<file path="src/rtl/regfile_pkg.sv">
// Shared defaults and types for the register-file write-back buffer.
package regfile_pkg;

    // Default widths used by the write-back buffer and its users.
    localparam int unsigned DEF_DATA_W = 16;
    localparam int unsigned DEF_ADDR_W = 5;

    // Architectural zero register: writes to it are consumed but never performed.
    localparam int unsigned REG_ZERO = 0;

    // One buffered write result at the default widths.
    typedef struct packed {
        logic [DEF_ADDR_W-1:0] rd;
        logic [DEF_DATA_W-1:0] data;
    } wb_entry;

    // True when a destination address names the zero register.
    function automatic logic is_reg_zero(input logic [DEF_ADDR_W-1:0] addr);
        return addr == DEF_ADDR_W'(REG_ZERO);
    endfunction

endpackage

</file>
<file path="src/rtl/wb_fifo.sv">
// Circular FIFO of {rd, data} write results with per-entry visibility for
// operand probing. Data storage is unreset; every output is qualified by the
// reset-cleared valid bits so unwritten storage never reaches a port.
module wb_fifo #(
    parameter int unsigned DEPTH  = 4,
    parameter int unsigned DATA_W = 16,
    parameter int unsigned ADDR_W = 5
) (
    input  logic                                clk,
    input  logic                                rst_n,
    input  logic                                push,
    input  logic [ADDR_W-1:0]                   push_rd,
    input  logic [DATA_W-1:0]                   push_data,
    input  logic                                pop,
    input  logic                                flush,
    output logic [ADDR_W-1:0]                   head_rd,
    output logic [DATA_W-1:0]                   head_data,
    output logic                                full,
    output logic                                empty,
    output logic [$clog2(DEPTH):0]              level,
    output logic [$clog2(DEPTH)-1:0]            rd_ptr,
    output logic [DEPTH-1:0]                    ent_valid,
    output logic [DEPTH-1:0][ADDR_W-1:0]        ent_rd,
    output logic [DEPTH-1:0][DATA_W-1:0]        ent_data
);

    localparam int unsigned PTR_W = $clog2(DEPTH);
    localparam int unsigned LVL_W = PTR_W + 1;

    logic [DEPTH-1:0][ADDR_W-1:0] mem_rd;
    logic [DEPTH-1:0][DATA_W-1:0] mem_data;

    logic [DEPTH-1:0] valid_q, valid_d;
    logic [PTR_W-1:0] wr_ptr_q, wr_ptr_d;
    logic [PTR_W-1:0] rd_ptr_q, rd_ptr_d;
    logic [LVL_W-1:0] level_q, level_d;

    logic do_push;
    logic do_pop;

    // Status flags and qualified handshakes.
    always_comb begin
        full    = (level_q == LVL_W'(DEPTH));
        empty   = (level_q == '0);
        // A full buffer refuses the push even when it also pops this cycle.
        do_push = push && !full && !flush;
        do_pop  = pop && !empty && !flush;
    end

    // Next-state for pointers, valid bits and occupancy; flush wins over both.
    always_comb begin
        valid_d  = valid_q;
        wr_ptr_d = wr_ptr_q;
        rd_ptr_d = rd_ptr_q;
        level_d  = level_q;
        if (flush) begin
            valid_d  = '0;
            wr_ptr_d = '0;
            rd_ptr_d = '0;
            level_d  = '0;
        end else begin
            if (do_pop) begin
                valid_d[rd_ptr_q] = 1'b0;
                rd_ptr_d          = rd_ptr_q + PTR_W'(1);
            end
            if (do_push) begin
                valid_d[wr_ptr_q] = 1'b1;
                wr_ptr_d          = wr_ptr_q + PTR_W'(1);
            end
            unique case ({do_push, do_pop})
                2'b10:   level_d = level_q + LVL_W'(1);
                2'b01:   level_d = level_q - LVL_W'(1);
                default: level_d = level_q;
            endcase
        end
    end

    // Control state register; reset clears every trace of pending writes.
    always_ff @(posedge clk or negedge rst_n) begin
        if (!rst_n) begin
            valid_q  <= '0;
            wr_ptr_q <= '0;
            rd_ptr_q <= '0;
            level_q  <= '0;
        end else begin
            valid_q  <= valid_d;
            wr_ptr_q <= wr_ptr_d;
            rd_ptr_q <= rd_ptr_d;
            level_q  <= level_d;
        end
    end

    // Entry storage, written only on an accepted push; no reset needed.
    always_ff @(posedge clk) begin
        if (do_push) begin
            mem_rd[wr_ptr_q]   <= push_rd;
            mem_data[wr_ptr_q] <= push_data;
        end
    end

    // Head presentation and per-entry views, masked while not valid.
    always_comb begin
        head_rd   = '0;
        head_data = '0;
        if (!empty) begin
            head_rd   = mem_rd[rd_ptr_q];
            head_data = mem_data[rd_ptr_q];
        end
        for (int i = 0; i < int'(DEPTH); i++) begin
            ent_rd[i]   = valid_q[i] ? mem_rd[i] : '0;
            ent_data[i] = valid_q[i] ? mem_data[i] : '0;
        end
    end

    assign level     = level_q;
    assign rd_ptr    = rd_ptr_q;
    assign ent_valid = valid_q;

endmodule

</file>
<file path="src/rtl/regfile_writeback.sv">
// Register-file write-back buffer: queues execute results, retires the head
// into the register file one per cycle, and lets the issue stage probe for
// pending writes (with forwarding of the youngest matching value).
module regfile_writeback
    import regfile_pkg::*;
#(
    parameter int unsigned DEPTH  = 4,
    parameter int unsigned DATA_W = DEF_DATA_W,
    parameter int unsigned ADDR_W = DEF_ADDR_W
) (
    input  logic                     clk,
    input  logic                     rst_n,
    input  logic                     res_valid,
    output logic                     res_ready,
    input  logic [ADDR_W-1:0]        res_rd,
    input  logic [DATA_W-1:0]        res_data,
    input  logic                     flush,
    output logic                     wr_en,
    output logic [ADDR_W-1:0]        wr_rd,
    output logic [DATA_W-1:0]        wr_data,
    input  logic [ADDR_W-1:0]        chk_addr1,
    input  logic [ADDR_W-1:0]        chk_addr2,
    output logic                     chk_busy1,
    output logic                     chk_busy2,
    output logic [DATA_W-1:0]        chk_data1,
    output logic [DATA_W-1:0]        chk_data2,
    output logic [$clog2(DEPTH):0]   level
);

    localparam int unsigned PTR_W = $clog2(DEPTH);

    logic                         full;
    logic                         empty;
    logic                         pop;
    logic [ADDR_W-1:0]            head_rd;
    logic [DATA_W-1:0]            head_data;
    logic [PTR_W-1:0]             rd_ptr;
    logic [DEPTH-1:0]             ent_valid;
    logic [DEPTH-1:0][ADDR_W-1:0] ent_rd;
    logic [DEPTH-1:0][DATA_W-1:0] ent_data;

    wb_fifo #(
        .DEPTH  (DEPTH),
        .DATA_W (DATA_W),
        .ADDR_W (ADDR_W)
    ) u_fifo (
        .clk       (clk),
        .rst_n     (rst_n),
        .push      (res_valid),
        .push_rd   (res_rd),
        .push_data (res_data),
        .pop       (pop),
        .flush     (flush),
        .head_rd   (head_rd),
        .head_data (head_data),
        .full      (full),
        .empty     (empty),
        .level     (level),
        .rd_ptr    (rd_ptr),
        .ent_valid (ent_valid),
        .ent_rd    (ent_rd),
        .ent_data  (ent_data)
    );

    // Scan oldest to youngest so the last hit is the youngest match.
    function automatic logic [DATA_W:0] probe(input logic [ADDR_W-1:0] addr);
        logic             hit;
        logic [DATA_W-1:0] val;
        logic [PTR_W-1:0] idx;
        hit = 1'b0;
        val = '0;
        for (int i = 0; i < int'(DEPTH); i++) begin
            idx = rd_ptr + PTR_W'(i);
            if (addr != ADDR_W'(REG_ZERO) && ent_valid[idx] && ent_rd[idx] == addr) begin
                hit = 1'b1;
                val = ent_data[idx];
            end
        end
        return {hit, val};
    endfunction

    // Handshake and head retirement; x0 heads are popped without a write.
    always_comb begin
        res_ready = !full;
        pop       = !empty && !flush;
        wr_en     = !empty && (head_rd != ADDR_W'(REG_ZERO)) && !flush;
        wr_rd     = head_rd;
        wr_data   = head_data;
    end

    // Operand probes, from registered buffer state only.
    always_comb begin
        {chk_busy1, chk_data1} = probe(chk_addr1);
        {chk_busy2, chk_data2} = probe(chk_addr2);
    end

endmodule

</file>
<file path="config.mk">
export PLATFORM = sky130hd
export DESIGN_NAME = regfile_writeback
export DESIGN_NICKNAME = d
export VERILOG_FILES = /design/src/rtl/regfile_pkg.sv /design/src/rtl/wb_fifo.sv /design/src/rtl/regfile_writeback.sv
export SDC_FILE = /design/constraint.sdc
export NUM_CORES = 1
export LEC_CHECK = 0
export CAP_MARGIN = 20
export CORE_MARGIN = 8
export CORE_UTILIZATION = 55
export DETAILED_ROUTE_END_ITERATION = 8
export PLACE_DENSITY = 0.86
export SYNTH_ARGS = -nofsm -noshare
export SYNTH_HDL_FRONTEND = slang
export SYNTH_SLANG_ARGS = --single-unit
</file>
<file path="constraint.sdc">
create_clock -name clk -period 5.6 [get_ports clk]
set_clock_uncertainty 0.15 [all_clocks]
set_input_delay 1.12 -clock clk [delete_from_list [all_inputs] [get_ports clk]]
set_output_delay 1.12 -clock clk [all_outputs]
set_load 0.005 [all_outputs]
</file>
* Yosys cells after proc, flatten, opt, wreduce, memory -nomap -nowiden
Index checks and enable logic that the tools add are counted.
Cells by class: equal/unequal tests 11, order comparisons 7, $add $sub $neg 6, reductions and logical operators 35, mux-type cells 74, bitwise operators 3
Operators with widths (count):
- $mux W16 | 19
- $bmux W16 S2 | 5
- $bwmux W64 | 1
- $mux W5 | 11
- $bmux W5 S2 | 5
- $eq A5 B5 Y1 | 8
- $demux W16 S2 | 1
- $logic_and A1 B1 Y1 | 25
- $bwmux W20 | 1
- $mux W4 | 4
- $lt A2 B3 Y1 const B | 5
- $reduce_bool A5 Y1 | 3
- $mux W1 | 14
- $demux W5 S2 | 1
- $bmux W1 S2 | 4
- $mux W2 | 4
- $pmux W3 S2 | 1
- $add A2 B1 Y2 const B | 2
- $add A2 B2 Y2 const B | 2
- $and A4 B4 Y4 | 1
- $demux W1 S2 | 2
- $ge A2 B1 Y1 const B | 2
- $not A4 Y4 | 1
- $or A4 B4 Y4 | 1
- 10 further kinds | 13
Word-level totals: output and inout port bits 60, word-level logic and storage cells 148, bits in registers 95

* Logic depth before layout (Yosys ltp)
depth in word-level cells 11, mapped depth 17

* Cells and area by module
Synthesis repeated with hierarchy kept, for this count alone.
Second synthesis, totals: cell total of the unflattened synthesis 685, area total of the unflattened synthesis 8604.5 sq um
By module, submodules not included:
- wb_fifo | area an instance 4591.9 sq um, cells an instance 309, seq. area each 2797.7 sq um, times used 1
- regfile_writeback | area an instance 4012.6 sq um, cells an instance 376, seq. area each 0.0 sq um, times used 1

* Worst setup path after synthesis
No wires, ideal clock.
path kind register to output, start point reg u_fifo.rd_ptr_q[1], in the netlist u_fifo.rd_ptr[1], end point out chk_data2[4], slack 0.542 ns, stages on the path, launching flop included 18, arrival time 3.788 ns, cells stage by stage dfrtp_1 buf_2 buf_2 inv_1 buf_4 buf_1 ha_1 buf_6 buf_4 nand4_1 nand4_2 xnor2_1 nand4_1 or3_1 buf_6 buf_6 mux2_4 a221oi_2
Between the ends: cells in the longest elaborated chain, start to end 8, elaborated cells on any way between the ends 43
Ends and longest elaborated chain:
- from (decl) | RTL line wb_fifo.sv:35 | logic [PTR_W-1:0] rd_ptr_q, rd_ptr_d;
- from (signal assigned) | RTL line wb_fifo.sv:88 | rd_ptr_q <= rd_ptr_d;
- $add A2 B1 Y2, or another cell as far along | RTL line regfile_writeback.sv:73 | idx = rd_ptr + PTR_W'(i);
- $bmux W5 S2, or another cell as far along | RTL line regfile_writeback.sv:74 | if (addr != ADDR_W'(REG_ZERO) && ent_valid[idx] && ent_rd[idx] == addr) begin
- $mux W5 (not written as such), or another cell as far along | RTL line regfile_writeback.sv:74
- $eq A5 B5 Y1 or $logic_and A1 B1 Y1 (tied branches) | RTL line regfile_writeback.sv:74
- $logic_and A1 B1 Y1 or $mux W16 (tied branches) | RTL line regfile_writeback.sv:74
- $mux W16 (2 in series) | RTL line regfile_writeback.sv:74
- $mux W16 (*) | RTL line regfile_writeback.sv:74
- to (decl) | RTL line regfile_writeback.sv:26 | output logic [DATA_W-1:0] chk_data2,
Every way passes the cells marked *; elsewhere a longest branch is shown, timed or not. The select of a mux whose other input is x is not followed.

* Worst setup path after layout
start point reg u_fifo.rd_ptr_q[0], in the netlist u_fifo.rd_ptr[0], end point out chk_data2[0]
Same word-level chain as after synthesis.

==> impl.org <==
** Outcome
- Status :: completed

** Worst setup path
- The critical path in this run is classified as reg -> out.
- Slack of the worst reg-to-reg path :: about 2.9 ns
- Critical path's slowest cell :: clkdlybuf4s50_1
- Category of the worst setup path capture point :: output pin
- Cell-by-cell trace of the critical path :: inv_2, ha_4, buf_6, mux4_2, xnor2_1, or3_1, buf_4, mux2_2, a221oi_1, clkdlybuf4s50_1
- In this run the critical register-to-register path is captured at u_fifo.level[1]$_DFFE_PN0P_.
- Critical Path Max Stage Delay :: 0.57 ns
- Count of cell instances traversed by the critical path :: 10
- The number of cells on the worst reg-to-reg path is 5.
- In this run the worst path has a maximum fanout of 36.
- Signal arrival time at the worst endpoint :: a little over 4 ns
- Bufs and invs on worst path :: 4
- Startpoint of the worst setup timing path :: u_fifo.rd_ptr[0]$_DFFE_PN0P_
- Required time of the critical path :: ~4.3 ns
- The startpoint identified for the worst register-to-register timing path is u_fifo.level[0]$_DFFE_PN0P_.
- In this run the worst setup path terminates at chk_data2[0].
- Cell type group with the largest total delay on the critical path :: buffers and inverters
- STA classifies the critical path startpoint as a register.

** Logic synthesis
- Number of cells produced by synthesis :: 735
- Commonest cells in the synthesized netlist :: edfxtp_1, mux2i_1, nand2_1, clkbuf_1, or3_1
- Post-Synthesis Mean Instance Area :: between 10 and 15 um^2
- Yosys attributes the largest share of cell area to edfxtp_1, mux4_2, mux2i_1, dfrtp_1, or3_1.
- Cell with the most instances after synthesis :: edfxtp_1
- Syn Nets :: between 700 and 800
- Synth unique cells :: 54
- The mapped netlist covers 7983 um^2.
- Summed over all instances, the cell type with the most area after synthesis is edfxtp_1.
- Of the post-synthesis cell area, the dominant cell type holds 0.3160.
- After synthesis, the share of flip-flops with an asynchronous set or reset is 0.1158.
- Total of flip-flops plus latches after synthesis :: 95
- Number of synthesized flops with an enable pin :: 84
- Yosys warning count :: 0
- For this run, the register share of the synthesized area comes to 0.3505.
- Dominant register cell in the synthesized netlist :: edfxtp_1

** GRT
- Met1 Track Usage GR :: 0.3805
- The first global-routing pass estimated ~38000 um of wire.
- Met3 Usage GRT :: 0.05913
- Total GRT Usage :: 0.2689
- Maximum number of pins on one net before global-route repair :: 93
- Summed over all layers, the global routing overflow is 0.
- The number of global-route vias before repair was approximately 6.6k.
- Met2 Track Usage GR :: 0.4059
- The initial antenna violation count was 0.
- After global routing, the most crowded layer is met2.

** Floorplan
- The total area inside the core boundary comes to between 10000 and 15000 um^2.
- Y dimension of the die :: between 100 and 150 um
- Starting Density :: 0.5556
- Number of top-level design ports :: 95
- In this run the core area contains 44 standard-cell rows.
- The floorplan step defined a die boundary enclosing about 19000 um^2.
- From left edge to right edge, the die measures around 140 um.

** CTS
- The H-tree was split into 3 levels.
- In this run, CTS created clock tree buffers numbering 9.
- Clock-pin slew was measured on the worst setup and hold paths at around 0.060 ns.
- The clock passes through at most 2 buffers.
- After clock tree synthesis, the setup repair step added 0 buffers.
- Clock latency reported for the late side of the worst-skew pair :: between 0.3 and 0.4 ns
- TritonCTS built the clock tree.
- # clock sinks :: 95
- In this run the clock root is driven by a clkbuf_16.

** Detailed routing
- The detailed router finished its first iteration with 1033 violations.
- DRC viols :: 0
- Drt pass-1 iters :: 5
- The detail route stage leaves a number of antenna-violating nets equal to 0.
- Avg WL per Cell :: approximately 26 um
- The detailed router placed just under 7k vias in this run.
- Wire length reported by the detailed router :: about 25000 um
- Using the TritonRoute via totals, the vias-per-cell ratio works out to ~7.

** Pwr
- The worst-case IR drop observed on VDD is approximately 240 uV.
- Total design power :: about 2.5 mW
- Static power due to leakage :: between 3 and 4 nW
- Power density over cell area :: roughly 270 nW/um^2

** STA
- Period utilisation layout :: 0.9522
- After layout, the worst setup slack is approximately 0.27 ns.
- Fin. max-slew vios :: 0
- Summed over all failing endpoints, the final setup total negative slack is 0 ns.
- Max Freq :: around 190 MHz
- Transition at the pin with the smallest max-transition slack :: around 0.95 ns
- The hold violation count in the final report is 0.
- The worst pin sits at a relative slew slack of 0.3670.
- Post-layout minimum cycle time :: between 5 and 6 ns
- Setup violations remaining at the end of the flow were counted as 0.
- Setup repair after global routing left no endpoint under its margin.

** Placed design
- During placement, the flow inserted port buffers numbering 94.
- Before CTS, the worst setup slack after placement is about 0.34 ns.
- Hpwl dp :: ~18000 um
- Routability-driven placement finished with a final weighted congestion of ~0.96.

** Finish
- Final core occ :: 0.6467
- Of the cells placed in the final design, the portion with a size suffix greater than 1 is 0.1511.
- 0 antenna diodes ended up in the layout.
- The area growth from synthesis to layout is 16.41%.
- Post-layout nets :: between 800 and 900

** Hold path
- The min-delay analysis places its worst path in the category reg -> reg.

** Flow run
- Max-cap violations in this run came to 0.
==> worst min-delay path by stage <==
| stage | from | endpoint | slack (ns) | depth (start not counted) |
|---|---|---|---|---|
| after floorplan | u_fifo.wr_ptr_q[1]$_DFFE_PN0P_ | u_fifo.wr_ptr_q[1]$_DFFE_PN0P_ | 0.39 | 2 |
| after global placement | u_fifo.wr_ptr_q[1]$_DFFE_PN0P_ | u_fifo.wr_ptr_q[1]$_DFFE_PN0P_ | 0.41 | 2 |
| after detailed placement | u_fifo.wr_ptr_q[1]$_DFFE_PN0P_ | u_fifo.wr_ptr_q[1]$_DFFE_PN0P_ | 0.46 | 2 |
| after CTS | u_fifo.wr_ptr_q[1]$_DFFE_PN0P_ | u_fifo.wr_ptr_q[1]$_DFFE_PN0P_ | 0.47 | 2 |
| after global routing | u_fifo.wr_ptr_q[1]$_DFFE_PN0P_ | u_fifo.wr_ptr_q[1]$_DFFE_PN0P_ | 0.49 | 2 |
| final | u_fifo.wr_ptr_q[1]$_DFFE_PN0P_ | u_fifo.wr_ptr_q[1]$_DFFE_PN0P_ | 0.48 | 2 |
==> flip-flops by register name, summed over array words and instances (netlist names) <==
name and flops:
u_fifo.ent_valid 4, u_fifo.level 3, u_fifo.mem_data 64, u_fifo.mem_rd 20, u_fifo.rd_ptr 2, u_fifo.wr_ptr_q 2
==> per-layer routing <==
metal / share of wire / vias to the layer above / routed length (um)
met4: 0.016 / 0 / 396
met1: 0.41 / 3329 / 10260
met2: 0.46 / 510 / 11480
met3: 0.12 / 42 / 2940
met5: 0 / - / 0
li1: - / 2945 / -
==> worst reg2reg max path: cells and delay by family (launching register included) <==
kind,cells,cell delay [ns]
simple gates,3,1.41
fa+ha+maj,1,0.52
flops,1,0.48
compound gates,1,0.08
==> logic make-up (layout without fill, tap and decap cells) <==
group | after synthesis | after routing | share of synthesized area
DFF | 95 | 95 | 0.3505
xor gates and xnor gates | 42 | 42 | 0.04608
muxes | 143 | 143 | 0.2429
AOI/OAI and AO/OA | 102 | 102 | 0.09781
buffers and inverters | 85 | 144 | 0.05909
and+or+nand+nor | 259 | 259 | 0.1886
adders and majority gates | 9 | 9 | 0.01505
==> power breakdown <==
part / internal (mW) / leakage, nW / switching [mW] / total [mW]
registers: 0.808 / 0.907 / 0.0361 / 0.844
logic: 0.513 / 2.09 / 0.577 / 1.09
clock network: 0.338 / 0.137 / 0.239 / 0.577
total: 1.66 / 3.13 / 0.852 / 2.51
==> through the flow <==
stage               area (um^2)  hold WS [ns]  cells
floorplan                  7983        0.3925    735
global placement           8901        0.4075    957
detailed placement         8997        0.4610    962
finish                     9293        0.4796    978
global route               9293        0.4857    978
CTS                        9283        0.4694    978
==> area by class of cell <==
| type | count | area, um^2 |
|---|---|---|
| fill | 1081 | 5076 |
| multi-input combinational | 555 | 4726 |
| sequential | 95 | 2803 |
| timing repair buffer | 123 | 1234 |
| clock buffer | 16 | 281.5 |
| tap | 184 | 230.2 |
| inverter | 5 | 18.77 |
==> cells in the final DEF, fill, tap and decap left out, types with 3 or more instances in the layout <==
cell type,instances
buf_4,22
dfrtp_1,9
clkdlybuf4s50_1,94
mux4_2,37
a221oi_2,4
nand4_1,20
ha_1,7
and3_1,4
and2_1,33
mux2_4,4
nor4_1,3
nand4b_1,16
a31oi_1,21
nand3b_1,7
o21ai_0,3
edfxtp_1,84
nor3_1,9
a22oi_1,30
clkbuf_1,4
a221oi_1,4
or3_1,38
mux2_2,20
or2_0,7
clkbuf_16,9
a22o_1,18
nand3_1,27
inv_1,4
mux2i_1,82
nand4bb_1,8
nand2_1,40
xor2_1,21
nor2b_1,4
clkbuf_8,3
a31o_2,4
nor2_1,37
a21oi_1,8
xnor2_1,21
==> what timing repair did <==
item	4_1_cts	5_1_grt
endpoints found under the setup margin	1	22
gates resized for setup	1	1
hold buffers	0	0
Power figures use the tool's default switching activity.
